<file path="src/rtl/ghost_chase_fsm.sv">
// Per-ghost movement controller: on each tick ranks four headings against Pacman,
// asks the maze wall lookup about each candidate step in turn and takes the first legal one.
module ghost_chase_fsm #(
    parameter int unsigned X_HOME     = 320,
    parameter int unsigned Y_HOME     = 240,
    parameter int unsigned STEP       = 4,
    parameter int unsigned X_MIN      = 16,
    parameter int unsigned X_MAX      = 623,
    parameter int unsigned Y_MIN      = 16,
    parameter int unsigned Y_MAX      = 463,
    parameter int unsigned CATCH_DIST = 8
) (
    input  logic       clk,
    input  logic       rst,
    input  logic       tick,
    input  logic       fright,
    input  logic [9:0] pac_x,
    input  logic [9:0] pac_y,
    output logic       q_req,
    output logic [9:0] q_x,
    output logic [8:0] q_y,
    input  logic       q_ack,
    input  logic       q_blocked,
    output logic [9:0] ghost_x,
    output logic [8:0] ghost_y,
    output logic [1:0] dir,
    output logic       busy,
    output logic       stuck,
    output logic       catch
);

    // state | meaning
    // IDLE  | waiting for a movement tick
    // PICK  | rank the four headings into ord_q
    // QUERY | bounds-check candidate idx_q, issue wall query if in range
    // WAIT  | wait for the wall lookup answer
    // MOVE  | commit the accepted step and heading
    // FAIL  | every candidate rejected, pulse stuck
    typedef enum logic [2:0] {
        S_IDLE,
        S_PICK,
        S_QUERY,
        S_WAIT,
        S_MOVE,
        S_FAIL
    } state_t;

    localparam logic [1:0] D_UP    = 2'd0;
    localparam logic [1:0] D_DOWN  = 2'd1;
    localparam logic [1:0] D_LEFT  = 2'd2;
    localparam logic [1:0] D_RIGHT = 2'd3;

    localparam logic [10:0] X_LO    = 11'(X_MIN);
    localparam logic [10:0] X_HI    = 11'(X_MAX);
    localparam logic [9:0]  Y_LO    = 10'(Y_MIN);
    localparam logic [9:0]  Y_HI    = 10'(Y_MAX);
    localparam logic [10:0] STEP_X  = 11'(STEP);
    localparam logic [9:0]  STEP_Y  = 10'(STEP);
    localparam logic [10:0] CATCH_W = 11'(CATCH_DIST);

    state_t      state, state_n;
    logic [7:0]  ord_q, ord_n;
    logic [1:0]  idx_q, idx_n;
    logic [1:0]  cand;
    logic [10:0] tx;
    logic [9:0]  ty;
    logic        in_range;

    logic [10:0] dx, dy, adx, ady;
    logic        h_pri;
    logic [1:0]  h_tow, v_tow, p_t, s_t, p_a, s_a, rev;
    logic [7:0]  ord_pick;

    // Deltas are 11-bit two's complement; bit 10 is the sign.
    always_comb begin
        dx  = {1'b0, pac_x} - {1'b0, ghost_x};
        dy  = {1'b0, pac_y} - {2'b00, ghost_y};
        adx = dx[10] ? (11'd0 - dx) : dx;
        ady = dy[10] ? (11'd0 - dy) : dy;
    end

    // Reversal of any heading is heading ^ 1 with this encoding.
    always_comb begin
        h_pri = (adx >= ady);
        h_tow = (dx[10] ? D_LEFT : D_RIGHT) ^ {1'b0, fright};
        v_tow = (dy[10] ? D_UP : D_DOWN) ^ {1'b0, fright};
        p_t   = h_pri ? h_tow : v_tow;
        s_t   = h_pri ? v_tow : h_tow;
        p_a   = p_t ^ 2'd1;
        s_a   = s_t ^ 2'd1;
        rev   = dir ^ 2'd1;
        if (p_t == rev) begin
            ord_pick = {rev, p_a, s_a, s_t};
        end else if (s_t == rev) begin
            ord_pick = {rev, p_a, s_a, p_t};
        end else if (s_a == rev) begin
            ord_pick = {rev, p_a, s_t, p_t};
        end else begin
            ord_pick = {rev, s_a, s_t, p_t};
        end
    end

    always_comb begin
        cand = ord_q[{idx_q, 1'b0} +: 2];
        tx   = {1'b0, ghost_x};
        ty   = {1'b0, ghost_y};
        case (cand)
            D_UP:    ty = ty - STEP_Y;
            D_DOWN:  ty = ty + STEP_Y;
            D_LEFT:  tx = tx - STEP_X;
            default: tx = tx + STEP_X;
        endcase
        in_range = (tx >= X_LO) && (tx <= X_HI) && (ty >= Y_LO) && (ty <= Y_HI);
    end

    assign q_x  = tx[9:0];
    assign q_y  = ty[8:0];
    assign busy = (state != S_IDLE);

    always_ff @(posedge clk or posedge rst) begin
        if (rst) begin
            state <= S_IDLE;
            ord_q <= '0;
            idx_q <= '0;
        end else begin
            state <= state_n;
            ord_q <= ord_n;
            idx_q <= idx_n;
        end
    end

    always_comb begin
        state_n = state;
        ord_n   = ord_q;
        idx_n   = idx_q;
        q_req   = 1'b0;
        stuck   = 1'b0;
        case (state)
            S_IDLE: begin
                if (tick) state_n = S_PICK;
            end
            S_PICK: begin
                ord_n   = ord_pick;
                idx_n   = 2'd0;
                state_n = S_QUERY;
            end
            S_QUERY: begin
                if (in_range) begin
                    q_req   = 1'b1;
                    state_n = S_WAIT;
                end else if (idx_q == 2'd3) begin
                    state_n = S_FAIL;
                end else begin
                    idx_n = idx_q + 2'd1;
                end
            end
            S_WAIT: begin
                if (q_ack) begin
                    if (!q_blocked) begin
                        state_n = S_MOVE;
                    end else if (idx_q == 2'd3) begin
                        state_n = S_FAIL;
                    end else begin
                        idx_n   = idx_q + 2'd1;
                        state_n = S_QUERY;
                    end
                end
            end
            S_MOVE: begin
                state_n = S_IDLE;
            end
            S_FAIL: begin
                stuck   = 1'b1;
                state_n = S_IDLE;
            end
            default: state_n = S_IDLE;
        endcase
    end

    // In MOVE the candidate index is still the accepted one, so tx/ty are the target.
    always_ff @(posedge clk or posedge rst) begin
        if (rst) begin
            ghost_x <= 10'(X_HOME);
            ghost_y <= 9'(Y_HOME);
            dir     <= D_LEFT;
        end else if (state == S_MOVE) begin
            ghost_x <= tx[9:0];
            ghost_y <= ty[8:0];
            dir     <= cand;
        end
    end

    always_ff @(posedge clk or posedge rst) begin
        if (rst) begin
            catch <= 1'b0;
        end else begin
            catch <= (adx < CATCH_W) && (ady < CATCH_W);
        end
    end

endmodule

</file>
<file path="config.mk">
export PLATFORM = sky130hd
export DESIGN_NAME = ghost_chase_fsm
export DESIGN_NICKNAME = d
export VERILOG_FILES = /design/src/rtl/ghost_chase_fsm.sv
export SDC_FILE = /design/constraint.sdc
export NUM_CORES = 1
export LEC_CHECK = 0
export ABC_CLOCK_PERIOD_IN_PS = 6000
export BUFFER_PORTS_ARGS = -buffer_cell sky130_fd_sc_hd__clkbuf_2
export CELL_PAD_IN_SITES_DETAIL_PLACEMENT = 1
export CELL_PAD_IN_SITES_GLOBAL_PLACEMENT = 2
export CORE_MARGIN = 2
export CORE_UTILIZATION = 26
export DETAILED_ROUTE_END_ITERATION = 12
export PLACE_DENSITY_LB_ADDON = 0.1
export SLEW_MARGIN = 20
export SYNTH_ARGS = -nofsm -noshare
export SYNTH_HDL_FRONTEND = slang
export SYNTH_SLANG_ARGS = --single-unit
export TNS_END_PERCENT = 1
</file>
<file path="constraint.sdc">
create_clock -name clk -period 6 [get_ports clk]
set_input_delay 0.9 -clock clk [delete_from_list [all_inputs] [get_ports clk]]
set_output_delay 0.9 -clock clk [all_outputs]
set_load 0.005 [all_outputs]
</file>
==> metrics.txt, run 1 <==
Synth Area in Simple Gates 0.1849; RSZ-0062 raised after global routing no; effective utilization at floorplan 0.2642; clock slew at the register clock pins of the worst setup and hold paths 0.05 ns; worst hold path startpoint ord_q[4]; vias in the first global route ~4000; Iter 0 DRT Violations 99; Worst Setup Start Kind flip-flop; DRT antenna net count 0; Worst Reg-to-Reg Cells 18; max_cap viols 0; die width 127.8 um; Num CTS Buffers 5; Die ar. 0.01634 mm2; Mapped Area 0.003986 mm2; htree depth 2; Slew Limit Fails 0; CTS root buffer clkbuf_16; Crit Path Max Fanout 7; GP Congestion 0.7954; register area share after synthesis 0.1968; P&R area growth vs syn 15.98%; outcome finished clean; largest net degree at the start of global routing 32; routed wire length 12810 um; Clk Latency, worst-skew pair 0.28 ns; worst-path cell chain mux4_2 -> nand2b_1 -> inv_1 -> ha_1 -> a21oi_1 -> o221a_2 -> o211ai_1 -> or3_1 -> a311o_1 -> o211ai_1 -> nand4_1 -> nor3_1 -> clkbuf_2; filler instances 1864; critical path arrival 4.50 ns; worst setup path class reg -> out; Synth Area per Inst 7.847 um2; fin crit share 0.8992; Die H 127.8 um; XOR/XNOR Fraction of Synth Area 0.09448; Post-CTS Setup Inserts 0; antenna violations before repair 0; fin crit period between 5 and 6 ns; dpl hpwl 10570 um; fmax 185.4 MHz; endpoints failing setup 0; WP buf/inv 2; CTS resizes 0; number of diodes 0; Unique masters post-synth 67; clock skew between 0.005 and 0.006 ns; Top FF cell, synth dfrtp_1; largest family of logic cells by synthesized area compound AO/OA/AOI/OAI gates; reg2reg end ord_q[4]; Worst path top cell family by delay compound AO/OA/AOI/OAI gates; compound-cell area share of the yosys netlist 0.2539; Worst setup EP type primary output; core area 0.01509 mm2; Port-buffer cells slightly above 60; Final nets 634; Hold/Removal Path Class reg -> reg; clk buf depth 2; hold_buf cts 0; row cnt 45; Critical Path Start idx_q[1]; grt ovf 0; Yosys reg bits 31; Mapped Cells 508; share of layout cells above drive strength 1 0.1918; DRC viols 0; CP required around 5.1 ns; First-pass DRT Iterations 4; post-synthesis async set-or-reset flop share 1.000; Hold EP ord_q[4]; Post-Route Setup TNS 0 ns; total track usage 0.1622; routed vias 3771; CTS tree built; Reg2Reg Launch Point ghost_y[2]; leading area contributor after synthesis dfrtp_1; Slew @ Worst Pin about 1.0 ns; r2r setup slk around 1.2 ns; CP max-delay cell mux4_2; # IOs 70; number of vias per cell 5.021; Slew headroom 0.3265; Routed wire per std cell 17.06 um; Crit path top cell by count o211ai_1; Synth top area share 0.1507; global-route wire length before repair 21070 um; Synth area leaders dfrtp_1 (15%), ha_1 (13%), xnor2_1 (5.9%); hold path cells 1; CTS sink count 31; Hold Vio Cnt, Final 0; mux contribution to synthesized area 0.04080; number of synthesized flops with an enable pin 0; CP max stage delay 0.63 ns; Adder-Cell Fraction of Synth Area 0.1519; YS warnings 0
routing by layer:
| metal | track usage | part of all wire | up-vias | routed length, um |
|---|---|---|---|---|
| met4 | 0.01939 | 0.0049 | 0 | 63 |
| met3 | 0.02379 | 0.027 | 6 | 350 |
| met5 | 0 | 0 | - | 0 |
| met1 | 0.2269 | 0.49 | 1811 | 6301 |
| met2 | 0.2730 | 0.48 | 65 | 6094 |
| li1 | - | - | 1889 | - |
kinds of logic (layout without fill, tap and decap cells):
group | after synthesis | in the layout
simple gates | 153 | 153
compound gates | 148 | 148
buf+inv | 71 | 119
fa+ha+maj | 46 | 46
xor+xnor | 43 | 43
flops | 31 | 31
mux | 14 | 14
other cells | 2 | 9
final cells by class:
class	instances	area, um2	area share
Inverter	45	168.9	0.03654
Multi-Input combinational cell	413	2932	0.6341
Clock inverter	1	7.507	0.001624
Sequential cell	31	784.5	0.1697
Timing Repair Buffer	66	342.8	0.07415
Clock buffer	7	152.6	0.03302
Tap cell	188	235.2	0.05088
worst max path at each step:
| stage | end | slack [ns] | cells past startpoint |
|---|---|---|---|
| floorplan | ord_q[4] | 1.04 | 22 |
| detailed placement | ord_q[4] | 0.72 | 22 |
| CTS | q_req | 0.61 | 13 |
| finish | q_req | 0.60 | 13 |
| global route | q_req | 0.33 | 13 |
| global placement | ord_q[4] | 0.82 | 22 |
metrics by stage:
stage / area [um2] / worst slack (ns) / utilization / std cells / hold WS (ns)
2_1_floorplan: 4013 / 1.036 / - / 515 / 0.4445
3_3_place_gp: 4463 / 0.8181 / 0.2958 / 743 / 0.4649
3_5_place_dp: 4463 / 0.7168 / 0.2958 / 743 / 0.4690
4_1_cts: 4623 / 0.6133 / 0.3064 / 751 / 0.4804
5_1_grt: 4623 / 0.3317 / 0.3064 / 751 / 0.5042
6_report: 4623 / 0.6049 / 0.3064 / 751 / 0.4761
registers in the layout, indices dropped and copies added (netlist names):
name     flops
idx_q        2
state        3
catch        1
ghost_y      7
ord_q        8
dir          2
ghost_x      8
cell usage after synthesis, types with 4 or more instances:
library cell,instances
nand2_1,50
inv_1,45
ha_1,42
a21oi_1,36
nor2_1,36
o21ai_0,35
xnor2_1,27
dfrtp_1,24
clkbuf_1,16
xor2_1,16
nand3_1,15
buf_4,9
nand2b_1,9
or3_1,9
mux2_2,8
nor3_1,8
o21a_1,8
dfstp_2,7
a21boi_0,6
a21o_1,6
a31oi_1,6
or2_2,6
a211o_1,5
mux2i_1,5
a211oi_1,4
and3_1,4
fa_1,4
nor2b_1,4
placed cells by master, fill, tap and decap left out, types with 5 or more instances in the layout:
cell type	count
a211o_1	5
a21boi_0	6
a21o_1	6
a21oi_1	36
a31oi_1	6
buf_4	5
clkbuf_16	5
clkbuf_2	61
conb_1	9
dfrtp_1	24
dfstp_2	7
ha_1	42
inv_1	45
mux2_2	8
nand2_1	50
nand2b_1	9
nand3_1	15
nor2_1	36
nor3_1	8
o21a_1	8
o21ai_0	35
or2_2	6
or3_1	9
xnor2_1	27
xor2_1	16
worst register-to-register path: stages (launching register included):
cell       delay [ns]
dfrtp_1          0.55
ha_1             0.24
inv_1            0.06
fa_1             0.41
xor2_1           0.22
nor4_1           0.57
nand2b_1         0.19
or4_1            0.43
a21oi_1          0.17
xnor2_1          0.19
ha_1             0.28
o21a_1           0.10
o21a_1           0.18
o41a_1           0.11
a311o_1          0.48
nand2_1          0.13
a2bb2oi_1        0.19
a21oi_1          0.09
a21o_1           0.15
Power of run 1 is left out: the tool's default activity adds up to more than one toggle a clock period on the data nets, which glitch-free logic cannot reach.
==> run 2, diff against run 1 <==
GPL_ROUTABILITY_DRIVEN = 0   (was default)
REMOVE_ABC_BUFFERS = 1   (was default)
==> run 2 against run 1 <==
Against the previous run:
- via count up 0.19%
- core utilization down 0.18 points
- fmax down 0.88%
- register-to-register slack worse by 0.14 ns
- count of clock-buffer cells in the layout unchanged
- critical endpoint unchanged
==> metrics.txt, run 2 (synthesis gave the netlist of run 1 again) <==
outcome finished clean; htree depth 2 (unchanged); Iter 0 DRT Violations 118 (+19%); total track usage 0.1640 (+0.001852); First-pass DRT Iterations 4 (unchanged); reg2reg end ord_q[4]; Worst setup EP type primary output; Slew @ Worst Pin 1.050 ns (+0.04714 ns); DRC viols 0 (unchanged); global-route wire length before repair 21180 um (+0.53%); filler instances 1848 (-0.86%); effective utilization at floorplan 0.2642 (unchanged); commonest non-fill, non-tap cells in the layout clkbuf_2 (61), nand2_1 (50), inv_1 (45), ha_1 (42); fin crit period 5.443 ns (+0.04764 ns); Reg2Reg Launch Point ghost_y[2]; dpl hpwl 10510 um (-0.57%); share of layout cells above drive strength 1 0.1872 (-0.004664); CTS tree built; CP required 5.10 ns (about the same); CTS resizes 0 (unchanged); Slew Limit Fails 0 (unchanged); Hold Vio Cnt, Final 0 (unchanged); P&R area growth vs syn 15.29%; grt ovf 0 (unchanged); fin crit share 0.9071 (+0.007940); worst setup path class reg -> out; Post-CTS Setup Inserts 0 (unchanged); largest net degree at the start of global routing 32 (unchanged); # IOs 70 (unchanged); Die H 127.8 um (unchanged); clock skew 0.003877 ns (-0.002106 ns); Worst Reg-to-Reg Cells 18 (unchanged); antenna violations before repair 0 (unchanged); most common cell after layout, fill and taps aside clkbuf_2; CP Capture Point q_req; clock slew at the register clock pins of the worst setup and hold paths 0.05 ns (about the same); Hold/Removal Path Class reg -> reg; core area 0.01509 mm2 (unchanged); critical path arrival 4.54 ns (+0.04 ns); Clk Latency, worst-skew pair 0.28 ns (about the same); hold_buf cts 0 (unchanged); max_cap viols 0 (unchanged); RSZ-0062 raised after global routing no; Die ar. 0.01634 mm2 (unchanged); die width 127.8 um (unchanged); fmax 183.7 MHz (-0.88%); endpoints failing setup 0 (unchanged); row cnt 45 (unchanged); number of vias per cell 5.044 (+0.45%); CTS root buffer clkbuf_16; biggest regs ghost_x x8, ord_q x8, ghost_y x7; routed vias 3778 (+0.19%); Post-Route Setup TNS 0 ns (unchanged); Crit Path Max Fanout 7 (unchanged); Slew headroom 0.2948 (-0.03167); DRT antenna net count 0 (unchanged); Port-buffer cells 61 (unchanged); number of diodes 0 (unchanged); r2r setup slk 1.02 ns (-0.14 ns); CTS sink count 31 (unchanged); clk buf depth 2 (unchanged); Num CTS Buffers 5 (unchanged); Final nets 632 (-0.32%); routed wire length 12870 um (+0.48%); Worst Setup Start Kind flip-flop; Routed wire per std cell 17.19 um (+0.75%); vias in the first global route 3910 (-0.41%); Critical Path Start idx_q[1]
-- run 2: worst max-delay path, stage by stage (launching register included) --
cell and delay, ns:
dfrtp_1 0.50, mux4_2 0.63, nand2b_1 0.21, inv_1 0.24, ha_1 0.35, a21oi_1 0.38
o221a_2 0.27, o211ai_1 0.17, or3_1 0.41, a311o_1 0.28, o211ai_1 0.17, nand4_1 0.30
nor3_1 0.22, clkbuf_2 0.15
-- run 2: worst min-delay path by stage --
stage	startpoint	endpoint	slack [ns]	cells past startpoint
finish	ord_q[6]	ord_q[6]	0.48	2
global route	ord_q[4]	ord_q[4]	0.51	1
CTS	ord_q[7]	ord_q[7]	0.48	2
detailed placement	ord_q[7]	ord_q[7]	0.47	2
global placement	ord_q[7]	ord_q[7]	0.46	2
floorplan	ord_q[4]	ord_q[4]	0.44	1
-- run 2: layer usage --
layer / wire, um / track usage
met2: 6048 / 0.2778
met5: 0 / 0
met3: 398 / 0.02170
met1: 6350 / 0.2281
met4: 75 / 0.02327
-- run 2: area by class of cell --
cell class                      count  area [um2]  share of cell area
Clock inverter                      1       5.005            0.001089
Multi-Input combinational cell    413        2932              0.6379
Inverter                           45       168.9             0.03675
Clock buffer                        7       142.6             0.03104
Timing Repair Buffer               64       327.8             0.07133
Tap cell                          188       235.2             0.05118
Sequential cell                    31       784.5              0.1707
-- run 2: through the flow --
step	area, um2	hold WS, ns	cells	util	setup WS, ns
after floorplan	3881	0.4445	489	-	1.005
after global placement	4448	0.4632	741	0.2948	0.8021
after detailed placement	4448	0.4706	741	0.2948	0.6297
after CTS	4596	0.4827	749	0.3046	0.5293
after global routing	4596	0.5108	749	0.3046	0.2068
final	4596	0.4775	749	0.3046	0.5573
Power of run 2 is left out for the same reason.
==> run 3, diff against run 2 <==
CORE_UTILIZATION = 33   (was 26)
==> run 3 against run 2 <==
Against the previous run:
- core utilization is 7.9 points higher
- die area is 21% lower
- cell count is 5.5% lower
- cell area is 0.54% lower
- critical path depth stayed put
- global-route usage is 3.4 points higher
- register-to-register slack worse by 0.14 ns
- sequential cell count stayed put
- critical path type unchanged
- first-iteration DRC count is 7.6% lower
- fmax is 1.3% higher
==> metrics.txt, run 3 (synthesis gave the netlist of run 1 again) <==
Hold Vio Cnt, Final 0 (unchanged); r2r setup slk 0.88 ns (-0.14 ns); clock skew 0.004379 ns (+0.0005019 ns); fin crit period 5.373 ns (-0.07019 ns); vias in the first global route 4036 (+3.2%); RSZ-0062 raised after global routing no; P&R area growth vs syn 14.66%; outcome finished clean; CTS resizes 0 (unchanged); dpl hpwl 9901 um (-5.8%); global-route wire length before repair 20570 um (-2.9%); Worst Reg-to-Reg Cells 18 (unchanged); worst setup path class reg -> out; Crit Path Max Fanout 7 (unchanged); CTS sink count 31 (unchanged); clk buf depth 2 (unchanged); core area 0.01191 mm2 (-21%); DRT antenna net count 0 (unchanged); Die ar. 0.01297 mm2 (-21%); Port-buffer cells 61 (unchanged); Post-Route Setup TNS 0 ns (unchanged); First-pass DRT Iterations 4 (unchanged); Die H 113.9 um (-11%); commonest non-fill, non-tap cells in the layout clkbuf_2 (61), nand2_1 (50), inv_1 (45), ha_1 (42); Worst Setup Start Kind flip-flop; CTS tree built; htree depth 2 (unchanged); fin crit share 0.8954 (-0.01170); multi-input logic area 0.002932 mm2 (unchanged); Num CTS Buffers 5 (unchanged); Hold/Removal Path Class reg -> reg; Routed wire per std cell 17.45 um (+1.6%); max_cap viols 0 (unchanged); largest net degree at the start of global routing 32 (unchanged); fmax 186.1 MHz (+1.3%); reg2reg end ord_q[4]; Hold EP ord_q[3]; endpoints failing setup 0 (unchanged); grt ovf 0 (unchanged); Reg2Reg Launch Point ghost_y[2]; effective utilization at floorplan 0.3347 (+0.07048); Final nets 632 (unchanged); Reg area 784.5 um2 (unchanged); clock slew at the register clock pins of the worst setup and hold paths 0.06 ns (about the same); number of diodes 0 (unchanged); die width 113.9 um (-11%); Slew headroom 0.3229 (+0.02810); antenna violations before repair 0 (unchanged); Clk Latency, worst-skew pair 0.28 ns (about the same); hold path cells 2 (unchanged); routed vias 3785 (+0.19%); hold_buf cts 0 (unchanged); # IOs 70 (unchanged); Post-CTS Setup Inserts 0 (unchanged); most common cell after layout, fill and taps aside clkbuf_2; worst hold path startpoint ord_q[3]; CP required 5.10 ns (about the same); CTS root buffer clkbuf_16; DRC viols 0 (unchanged); Slew Limit Fails 0 (unchanged); Slew @ Worst Pin 1.008 ns (-0.04183 ns); Worst setup EP type primary output; number of vias per cell 5.346 (+6.0%); worst-path cell chain mux4_2 -> nand2b_1 -> inv_1 -> ha_1 -> a21oi_1 -> o221a_2 -> o211ai_1 -> or3_1 -> a311o_1 -> o211ai_1 -> nand4_1 -> nor3_1 -> clkbuf_2; critical path arrival 4.47 ns (-0.07 ns); Iter 0 DRT Violations 109 (-7.6%); share of layout cells above drive strength 1 0.1889 (+0.001783); CP max stage delay 0.62 ns (about the same); routed wire length 12360 um (-4.0%); total track usage 0.1982 (+0.03416); Crit path top cell by count o211ai_1; filler instances 1482 (-20%); biggest regs ghost_x x8, ord_q x8, ghost_y x7; row cnt 40 (-11%); CP max-delay cell mux4_2
run 3: cell types whose count changed in the layout (fill, tap and decap cells not counted):
cell | previous run | this run
bufinv_16 | 0 | 1
clkbuf_1 | 1 | 0
run 3: worst max path at each step:
stage | from | endpoint | slack [ns] | cells after the start
final | idx_q[1] | q_req | 0.63 | 13
after global placement | pac_y[2] | ord_q[4] | 0.65 | 20
after detailed placement | pac_y[2] | ord_q[4] | 0.52 | 20
after CTS | idx_q[1] | q_req | 0.60 | 13
after floorplan | pac_y[2] | ord_q[4] | 1.01 | 20
after global routing | idx_q[1] | q_req | 0.29 | 13
run 3: critical path, delay by kind of cell, from the launching register on:
family / cells / cell delay, ns
and+or+nand+nor: 4 / 1.09
buffers and inverters: 2 / 0.38
muxes: 1 / 0.62
adders and majority gates: 1 / 0.34
DFF: 1 / 0.49
AOI/OAI and AO/OA: 5 / 1.25
run 3: metrics by stage:
stage | cells | util | hold slack [ns] | area [um2] | setup slack, ns
floorplan | 489 | - | 0.4445 | 3881 | 1.005
global placement | 700 | 0.3691 | 0.4656 | 4397 | 0.6469
detailed placement | 700 | 0.3691 | 0.4754 | 4397 | 0.5177
CTS | 708 | 0.3837 | 0.4882 | 4571 | 0.5982
global route | 708 | 0.3837 | 0.5163 | 4571 | 0.2950
finish | 708 | 0.3837 | 0.4905 | 4571 | 0.6275
run 3: layout make-up:
cell class | count | share of cell area
timing repair buffer | 64 | 0.07172
tap | 147 | 0.04024
sequential | 31 | 0.1716
multi-input combinational | 413 | 0.6414
clock inverter | 2 | 0.007665
clock buffer | 6 | 0.03039
inverter | 45 | 0.03696
run 3: layer usage:
layer | GRT usage | routed length [um]
met5 | 0 | 0
met4 | 0.03496 | 119
met3 | 0.02444 | 292
met2 | 0.3429 | 5824
met1 | 0.2688 | 6121
Power of run 3 is left out for the same reason.
